<file path="config.mk">
export PLATFORM = sky130hd
export DESIGN_NAME = alu_control_pipe
export DESIGN_NICKNAME = d
export VERILOG_FILES = /design/src/rtl/alu_ctrl_pkg.sv /design/src/rtl/alu_ctrl_decode.sv /design/src/rtl/alu_control_pipe.sv
export SDC_FILE = /design/constraint.sdc
export NUM_CORES = 1
export LEC_CHECK = 0
export BUFFER_PORTS_ARGS = -buffer_cell sky130_fd_sc_hd__buf_2
export CORE_MARGIN = 4
export CORE_UTILIZATION = 35
export CTS_CLUSTER_SIZE = 28
export DETAILED_ROUTE_END_ITERATION = 7
export SETUP_SLACK_MARGIN = 0.02
export SYNTH_ARGS = -nofsm -noshare
export SYNTH_HDL_FRONTEND = slang
export SYNTH_SLANG_ARGS = --single-unit
</file>
<file path="constraint.sdc">
create_clock -name Clk -period 1.9 [get_ports Clk]
set_clock_uncertainty 0.05 [all_clocks]
set_input_delay 0.38 -clock Clk [delete_from_list [all_inputs] [get_ports Clk]]
set_output_delay 0.38 -clock Clk [all_outputs]
set_load 0.1 [all_outputs]
</file>
<file path="src/rtl/alu_ctrl_pkg.sv">
// Shared constants for the ALU control pipeline.
//  - ALUOp operation-class encodings (4-bit).
//  - 6-bit ALU control codes, zero-extended by users when CTRL_W > 6.
//  - Sequencer state encoding.
package alu_ctrl_pkg;

  localparam logic [3:0] OP_RTYPE = 4'b0000;
  localparam logic [3:0] OP_ADDI  = 4'b0001;
  localparam logic [3:0] OP_XORI  = 4'b0010;
  localparam logic [3:0] OP_SLTI  = 4'b0011;
  localparam logic [3:0] OP_ANDI  = 4'b0100;
  localparam logic [3:0] OP_ORI   = 4'b0101;
  localparam logic [3:0] OP_BZ    = 4'b0110;
  localparam logic [3:0] OP_BGTZ  = 4'b0111;
  localparam logic [3:0] OP_BLEZ  = 4'b1000;
  localparam logic [3:0] OP_BNE   = 4'b1001;
  localparam logic [3:0] OP_BEQ   = 4'b1010;
  localparam logic [3:0] OP_MUL   = 4'b1011;

  localparam logic [5:0] CODE_NOP   = 6'b000000;
  localparam logic [5:0] CODE_ADD   = 6'b001000;
  localparam logic [5:0] CODE_XOR   = 6'b001110;
  localparam logic [5:0] CODE_SLT   = 6'b001010;
  localparam logic [5:0] CODE_AND   = 6'b001100;
  localparam logic [5:0] CODE_OR    = 6'b001101;
  localparam logic [5:0] CODE_BGEZ  = 6'b100001;
  localparam logic [5:0] CODE_BLTZ  = 6'b011011;
  localparam logic [5:0] CODE_BGTZ  = 6'b000111;
  localparam logic [5:0] CODE_BLEZ  = 6'b000110;
  localparam logic [5:0] CODE_BNE   = 6'b000101;
  localparam logic [5:0] CODE_BEQ   = 6'b000100;
  localparam logic [5:0] CODE_MUL   = 6'b000011;

  typedef enum logic {
    StIdle = 1'b0,
    StMul  = 1'b1
  } alu_ctrl_state_e;

endpackage

</file>
<file path="src/rtl/alu_ctrl_decode.sv">
// Combinational ALUOp/Funct/Rt0 -> ALU control code map.
// Ports:
//   alu_op_i  ALUOp operation class
//   funct_i   R-type funct field, passed through for OP_RTYPE
//   rt0_i     rt LSB, selects BGEZ vs BLTZ for OP_BZ
//   code_o    ALU control code (fixed codes zero-extended to CTRL_W)
//   legal_o   ALUOp is inside the decode map
module alu_ctrl_decode
  import alu_ctrl_pkg::*;
#(
  parameter int unsigned OP_W   = 4,
  parameter int unsigned CTRL_W = 6
) (
  input  logic [OP_W-1:0]   alu_op_i,
  input  logic [CTRL_W-1:0] funct_i,
  input  logic              rt0_i,
  output logic [CTRL_W-1:0] code_o,
  output logic              legal_o
);

  logic [5:0] fixed_code;
  logic       use_funct;

  always_comb begin
    fixed_code = CODE_NOP;
    use_funct  = 1'b0;
    legal_o    = 1'b1;
    case (alu_op_i)
      OP_W'(OP_RTYPE): use_funct  = 1'b1;
      OP_W'(OP_ADDI):  fixed_code = CODE_ADD;
      OP_W'(OP_XORI):  fixed_code = CODE_XOR;
      OP_W'(OP_SLTI):  fixed_code = CODE_SLT;
      OP_W'(OP_ANDI):  fixed_code = CODE_AND;
      OP_W'(OP_ORI):   fixed_code = CODE_OR;
      OP_W'(OP_BZ):    fixed_code = rt0_i ? CODE_BGEZ : CODE_BLTZ;
      OP_W'(OP_BGTZ):  fixed_code = CODE_BGTZ;
      OP_W'(OP_BLEZ):  fixed_code = CODE_BLEZ;
      OP_W'(OP_BNE):   fixed_code = CODE_BNE;
      OP_W'(OP_BEQ):   fixed_code = CODE_BEQ;
      OP_W'(OP_MUL):   fixed_code = CODE_MUL;
      default:         legal_o    = 1'b0;
    endcase
  end

  assign code_o = use_funct ? funct_i : CTRL_W'(fixed_code);

endmodule

</file>
<file path="src/rtl/alu_control_pipe.sv">
// Registered ALU control stage at the ID/EX boundary with valid/ready handshake,
// stall, flush and a multi-cycle multiply sequencer.
// Ports:
//   Clk, Reset_n        clock, asynchronous active-low reset
//   In_Valid/In_Ready   decode-side handshake
//   ALUOp, Funct, Rt0   instruction fields to decode
//   Stall               freeze output register and sequencer
//   Flush               kill in-flight instruction (wins over Stall and accept)
//   Out_Valid           ALUControl valid for EX
//   ALUControl          registered control code
//   Mul_Busy            multiply sequence in progress
//   Illegal_Op          sticky unknown-ALUOp flag (only with ALU_CTRL_ILLEGAL_EN)
// Optional feature macro: ALU_CTRL_ILLEGAL_EN.
module alu_control_pipe
  import alu_ctrl_pkg::*;
#(
  parameter int unsigned OP_W       = 4,
  parameter int unsigned CTRL_W     = 6,
  parameter int unsigned MUL_CYCLES = 4
) (
  input  logic              Clk,
  input  logic              Reset_n,
  input  logic              In_Valid,
  output logic              In_Ready,
  input  logic [OP_W-1:0]   ALUOp,
  input  logic [CTRL_W-1:0] Funct,
  input  logic              Rt0,
  input  logic              Stall,
  input  logic              Flush,
  output logic              Out_Valid,
  output logic [CTRL_W-1:0] ALUControl,
  output logic              Mul_Busy
`ifdef ALU_CTRL_ILLEGAL_EN
  ,
  output logic              Illegal_Op
`endif
);

  if (CTRL_W < 6) begin : g_ctrl_w_chk
    $error("alu_control_pipe: CTRL_W must be >= 6");
  end
  if (OP_W < 4) begin : g_op_w_chk
    $error("alu_control_pipe: OP_W must be >= 4");
  end
  if (MUL_CYCLES < 1) begin : g_mul_chk
    $error("alu_control_pipe: MUL_CYCLES must be >= 1");
  end

  localparam int unsigned CntW   = (MUL_CYCLES > 1) ? $clog2(MUL_CYCLES) : 1;
  localparam bit          MulSeq = (MUL_CYCLES > 1);

  alu_ctrl_state_e   state_q;
  logic [CntW-1:0]   cnt_q;
  logic              valid_q;
  logic [CTRL_W-1:0] ctrl_q;
  logic              busy_q;

  logic [CTRL_W-1:0] dec_code;
  logic              dec_legal;
  logic              accept;
  logic              is_mul;

  alu_ctrl_decode #(
    .OP_W   (OP_W),
    .CTRL_W (CTRL_W)
  ) u_decode (
    .alu_op_i (ALUOp),
    .funct_i  (Funct),
    .rt0_i    (Rt0),
    .code_o   (dec_code),
    .legal_o  (dec_legal)
  );

  assign In_Ready = Reset_n & ~Stall & (state_q == StIdle);
  // A flushed cycle never accepts, even though In_Ready may be high.
  assign accept   = In_Valid & In_Ready & ~Flush;
  assign is_mul   = (ALUOp == OP_W'(OP_MUL));

  // The accept cycle plus MUL_CYCLES-1 held cycles give MUL_CYCLES of ALU occupancy.
  always_ff @(posedge Clk or negedge Reset_n) begin
    if (!Reset_n) begin
      state_q <= StIdle;
      cnt_q   <= '0;
      valid_q <= 1'b0;
      ctrl_q  <= '0;
      busy_q  <= 1'b0;
    end else if (Flush) begin
      state_q <= StIdle;
      cnt_q   <= '0;
      valid_q <= 1'b0;
      ctrl_q  <= '0;
      busy_q  <= 1'b0;
    end else if (!Stall) begin
      unique case (state_q)
        StIdle: begin
          if (accept) begin
            valid_q <= 1'b1;
            ctrl_q  <= dec_code;
            if (is_mul && MulSeq) begin
              state_q <= StMul;
              cnt_q   <= CntW'(MUL_CYCLES - 1);
              busy_q  <= 1'b1;
            end
          end else begin
            valid_q <= 1'b0;
          end
        end
        StMul: begin
          if (cnt_q == CntW'(1)) begin
            state_q <= StIdle;
            cnt_q   <= '0;
            busy_q  <= 1'b0;
            valid_q <= 1'b0;
          end else begin
            cnt_q <= cnt_q - CntW'(1);
          end
        end
        default: state_q <= StIdle;
      endcase
    end
  end

  assign Out_Valid  = valid_q;
  assign ALUControl = ctrl_q;
  assign Mul_Busy   = busy_q;

`ifdef ALU_CTRL_ILLEGAL_EN
  logic illegal_q;

  always_ff @(posedge Clk or negedge Reset_n) begin
    if (!Reset_n) begin
      illegal_q <= 1'b0;
    end else if (accept && !dec_legal) begin
      illegal_q <= 1'b1;
    end
  end

  assign Illegal_Op = illegal_q;
`else
  logic unused_legal;
  assign unused_legal = dec_legal;
`endif

endmodule
</file>
=== Yosys cells after proc, flatten, opt, wreduce, memory -nomap -nowiden ===
Index checks and enable logic that the tools add are counted.

* Add/subtract/negate cells: 1
* $mul: 0
* Divide/modulo/power cells: 0
* Magnitude comparators: 0
* Equal/unequal tests: 17
* Shifts and indexed selects: 0
* Multiplexer cells: 30
* Bitwise gates (word level): 7
* Reductions and logical operators: 6

{| class="wikitable"
|+ Operator list
! operator !! number
|-
| $pmux W6 S11 || 1
|-
| $mux W6 || 6
|-
| $eq A4 B3 Y1 const B || 4
|-
| $eq A4 B4 Y1 const B || 4
|-
| $mux W1 || 14
|-
| $mux W2 || 5
|-
| $eq A4 B2 Y1 const B || 2
|-
| $ne A3 B3 Y1 const B || 2
|-
| $pmux W1 S2 || 3
|-
| $reduce_and A3 Y1 || 2
|-
| $and A1 B1 Y1 || 4
|-
| $eq A4 B1 Y1 const B || 1
|-
| $logic_not A4 Y1 || 1
|-
| $pmux W2 S2 || 1
|-
| $reduce_and A4 Y1 || 1
|-
| $ne A3 B2 Y1 const B || 1
|-
| $not A1 Y1 || 3
|-
| $eq A2 B1 Y1 const B || 1
|-
| $ne A2 B1 Y1 const B || 1
|-
| $ne A2 B2 Y1 const B || 1
|-
| $reduce_and A2 Y1 || 1
|-
| $reduce_bool A2 Y1 || 1
|-
| $sub A2 B1 Y2 const B || 1
|}

* Bits in registers: 11
* Bits in latches: 0
* Memory bits (writable): 0
* ROM bits: 0
* Input bits: 16
* Output and inout port bits: 9
* Word-level logic and storage cells: 66
* Memories: 0

=== Logic depth before layout (Yosys ltp) ===
* Word-level depth: 9
* Gate-level depth with buffers: 5
* Mapped depth without buffers: 5

=== Cells and area by module ===
A second synthesis with hierarchy kept.

* Cells, all modules: 80
* Area, all modules: 733.2 sq um

{| class="wikitable"
|+ By module, submodules not included
! module !! instances !! cells an instance !! area each (sq um) !! sequential area each (sq um)
|-
| alu_control_pipe || 1 || 49 || 545.5 || 275.3
|-
| alu_ctrl_decode || 1 || 31 || 187.7 || 0.0
|}

=== Least setup slack after synthesis ===
OpenSTA, ideal clock, no wires.

* Kind: reg2out
* Start point: reg state_q
* End point: out In_Ready
* Arrival time: 2633 ps
* Data required time: 1470 ps
* Path slack: -1163 ps
* Stages on the path, launching flop included: 2
* Buffers on the path: 0
* Cell sequence: dfrtp_1 > nor3b_1

* Word-level cells in the longest chain between the ends: 2

{| class="wikitable"
|+ RTL lines
! element !! RTL line !! RTL
|-
| start: declaration || alu_control_pipe.sv:52 || <nowiki>alu_ctrl_state_e state_q;</nowiki>
|-
| start signal: assignment || alu_control_pipe.sv:82 || <nowiki>state_q <= StIdle;</nowiki>
|-
| start signal: assignment || alu_control_pipe.sv:88 || <nowiki>state_q <= StIdle;</nowiki>
|-
| start signal: assignment || alu_control_pipe.sv:100 || <nowiki>state_q <= StMul;</nowiki>
|-
| $not A1 Y1 || -- ||
|-
| $and A1 B1 Y1 || alu_control_pipe.sv:74 || <nowiki>assign In_Ready = Reset_n & ~Stall & (state_q == StIdle);</nowiki>
|-
| end: declaration || alu_control_pipe.sv:24 || <nowiki>output logic In_Ready,</nowiki>
|}

Every way passes these cells.

=== Worst setup path in the final report ===
Same ends and word-level chain as after synthesis.

==> run_results.csv <==
group,metric,value,unit
outcome,run_status,"completed",
placed_design,portBuffers,24,
global_routing,grt_pass1_vias,620,
logic_synthesis,synth_top_cell_area_share,38.1,%
global_routing,global_route.usage.total,12.8,%
clock_network,worst_skew_pair_later_pin_latency,0.26,ns
logic_synthesis,synth.most_common_cell,"sky130_fd_sc_hd__dfrtp_1",
pwr,vdd.ir_drop.worst,0.213,mV
clock_network,post_cts_buffers,0,
logic_synthesis,yosys.area_share.xor_xnor,1.21,%
logic_synthesis,dominant_combinational_cell_family_by_area_after_synthesis,"simple AND/OR/NAND/NOR gates",
sta,fmaxAchievable,623,MHz
route,viasPerCell,5.07,
logic_synthesis,part_of_the_yosys_area_used_for_sequential_elements,38.1,%
route,detail_route.wl_per_cell,11.9,um
clock_network,clock_pin_slew_of_the_registers_on_the_worst_case_setup_and_hold_paths,0.07,ns
worst_setup_path,worstPathRequired,1.47,ns
logic_synthesis,synth-main-ff-cell,"sky130_fd_sc_hd__dfrtp_1",
floorplanning,die-area,2850,um^2
clock_network,number_of_sinks_driven_by_the_clock_tree,11,
job,max_cap_viols,0,
logic_synthesis,post_synth.cell_area_avg,9.14,um^2
logic_synthesis,fraction_of_synthesized_area_in_multiplexers,1.39,%
final_layout,n_antenna_cell,0,
floorplanning,floorplan.io_pins,25,
sta,finalCritPeriodShare,84.5,%
route,firstDrtPassIters,4,
clock_network,number_of_buffers_added_by_the_clock_tree_synthesis_step,3,
global_routing,grt_overflow_total,0,
logic_synthesis,yosysWarningCount,0,
logic_synthesis,register_bit_total_from_synthesis,11,
placed_design,dpl.hpwl,1.20,mm
sta,layout_min_cycle_time,1.60,ns
worst_setup_path,arrival,1.17,ns
sta,finalHoldViolCount,0,
worst_setup_path,critical_path_peak_fanout,8,
worst_setup_path,setup.worst_path.start_class,"register",
sta,relSlewSlack,67.4,%
route,drt.antenna.violating_nets,0,
global_routing,antenna_found_initial,0,
pwr,p_per_area,580,nW/um^2
sta,whs,0.0317,ns
sta,totalNegativeSetupSlack,0,ns
logic_synthesis,synth_enable_flop_cells,0,
global_routing,grt_first_pass_wirelength,2.69,mm
route,drc,0,
logic_synthesis,syn_inst,79,
clock_network,clock_tree_from_tritoncts,"done",
logic_synthesis,synth_compound_gate_area_share,24.1,%
min_path,worst_hold_path_type,"in2async",
floorplanning,start_util,36.8,%
floorplanning,core.rowCount,16,
clock_network,clock_tree.htree_level_count,1,
logic_synthesis,synth_area,722,um^2
logic_synthesis,netlist.top_cell.by_area,"sky130_fd_sc_hd__dfrtp_1",
sta,tightest_slew,0.492,ns
sta,setup_viol_count_final,0,
placed_design,gp_congestion,0.788,
route,route.final.wire_length,1.54,mm
worst_setup_path,cp-end-kind,"output port",
route,drt_first_iter_violations,5,
clock_network,clk_root_buffer_cell,"sky130_fd_sc_hd__clkbuf_4",
worst_setup_path,crit_type,"reg2out",
final_layout,fin_nets,120,
sta,slew_viol_final,0,
floorplanning,die-height,53.4,um
sta,grt_setup_unrepaired,"false",
logic_synthesis,synthAdderAreaFrac,1.73,%
route,dr_total_vias,654,
clock_network,clockBufferDepth,2,
final_layout,share_of_post_route_cells_with_drive_strength_above_1,32.4,%
logic_synthesis,synth.net_count,96,
global_routing,grt_max_degree,15,
logic_synthesis,synth_cell_types,39,
final_layout,nFillCells,222,
logic_synthesis,synth_top_cells_by_area,"sky130_fd_sc_hd__dfrtp_1 (38%), sky130_fd_sc_hd__a21oi_1 (4.2%), sky130_fd_sc_hd__nor2_1 (3.6%)",
clock_network,cts.hold.buffers_added,0,
clock_network,cts_repair_resize_count,0,
pwr,p_leak,0.406,nW
floorplanning,die_x,53.4,um
logic_synthesis,yosys.area_share.simple,26.9,%
logic_synthesis,ys_async_sr_fraction,100,%
final_layout,flow.area_growth_from_synthesis,25.1,%
logic_synthesis,synth_commonest_cells,"sky130_fd_sc_hd__dfrtp_1 (11), sky130_fd_sc_hd__nor2_1 (7), sky130_fd_sc_hd__a21oi_1 (6)",
floorplanning,design.core.area,1960,um^2
==> cell usage in the layout (no fill, tap or decap), types with 3 or more instances in the layout <==
| cell type | synthesis | routed |
|---|---|---|
| sky130_fd_sc_hd__clkbuf_4 | 0 | 3 |
| sky130_fd_sc_hd__dfrtp_1 | 11 | 11 |
| sky130_fd_sc_hd__nand3b_1 | 3 | 3 |
| sky130_fd_sc_hd__nand2b_1 | 3 | 3 |
| sky130_fd_sc_hd__o21ai_0 | 3 | 3 |
| sky130_fd_sc_hd__buf_2 | 2 | 23 |
| sky130_fd_sc_hd__nor2_1 | 7 | 7 |
| sky130_fd_sc_hd__nand2_1 | 3 | 3 |
| sky130_fd_sc_hd__inv_1 | 4 | 4 |
| sky130_fd_sc_hd__a21oi_1 | 6 | 6 |
==> area by class of cell <==
| cell class | instances | area (um^2) | area share (%) |
|---|---|---|---|
| sequential | 11 | 275 | 30.5 |
| clock buffer | 4 | 26.3 | 2.91 |
| multi-input combinational | 58 | 410 | 45.4 |
| inverter | 4 | 15.0 | 1.66 |
| timing repair buffer | 25 | 143 | 15.8 |
| tap | 27 | 33.8 | 3.74 |
==> critical path, cell delays in order, from the launching register on <==
cell and delay [ns]:
sky130_fd_sc_hd__dfrtp_1 0.47, sky130_fd_sc_hd__nor3b_4 0.24, sky130_fd_sc_hd__buf_12 0.20
==> routing by layer <==
layer	vias up	routed length (um)	share of wire, %	global-route usage [%]
met5	-	0	0	0
met1	300	749	49	15.8
met2	16	700	45	20.6
met3	0	91	5.9	1.97
met4	0	0	0	7.66
li1	338	-	-	-
==> flip-flops by register name (all words and copies together) (netlist names) <==
signal	cells
Out_Valid	1
ALUControl	6
Mul_Busy	1
cnt_q	2
state_q	1
==> power by group <==
group | switching (mW) | internal (mW) | total, mW | leakage (nW)
logic | 0.0859 | 0.0435 | 0.129 | 0.238
registers | 0.00254 | 0.239 | 0.241 | 0.152
clock network | 0.0720 | 0.0811 | 0.153 | 0.0150
total | 0.161 | 0.363 | 0.524 | 0.406
==> stage by stage <==
stage,setup slack [ns],cell area (um^2),power (mW),cells,util (%)
3_5_place_dp,0.330,877,0.376,125,44.7
2_1_floorplan,0.189,733,0.337,79,-
6_report,0.295,903,0.524,129,46.0
3_3_place_gp,0.343,877,0.375,125,44.7
5_1_grt,0.221,903,0.561,129,46.0
4_1_cts,0.287,903,0.537,129,46.0
==> kinds of logic after synthesis <==
| group | after synthesis |
|---|---|
| and+or+nand+nor | 30 |
| xor gates and xnor gates | 1 |
| adders and majority gates | 1 |
| buffers and inverters | 10 |
| muxes | 1 |
| AOI/OAI and AO/OA | 25 |
| DFF | 11 |
==> path summary, 6_finish.rpt <==
check | end | slack, ns | from | depth (start not counted)
max reg2reg | ALUControl[2]$_DFFE_PN0P_ | 0.38 | state_q$_DFFE_PN0P_ | 3
min | state_q$_DFFE_PN0P_ | 0.03 | Reset_n | 2
max in group asynchronous | cnt_q[1]$_DFFE_PN0P_ | 1.62 | Reset_n | 2
max | In_Ready | 0.30 | state_q$_DFFE_PN0P_ | 2
min reg2reg | Mul_Busy$_DFFE_PN0P_ | 0.46 | Mul_Busy$_DFFE_PN0P_ | 2
min in group Clk | ALUControl[0]$_DFFE_PN0P_ | 0.37 | Flush | 2
Note: power is estimated with default switching activity, not from simulation.
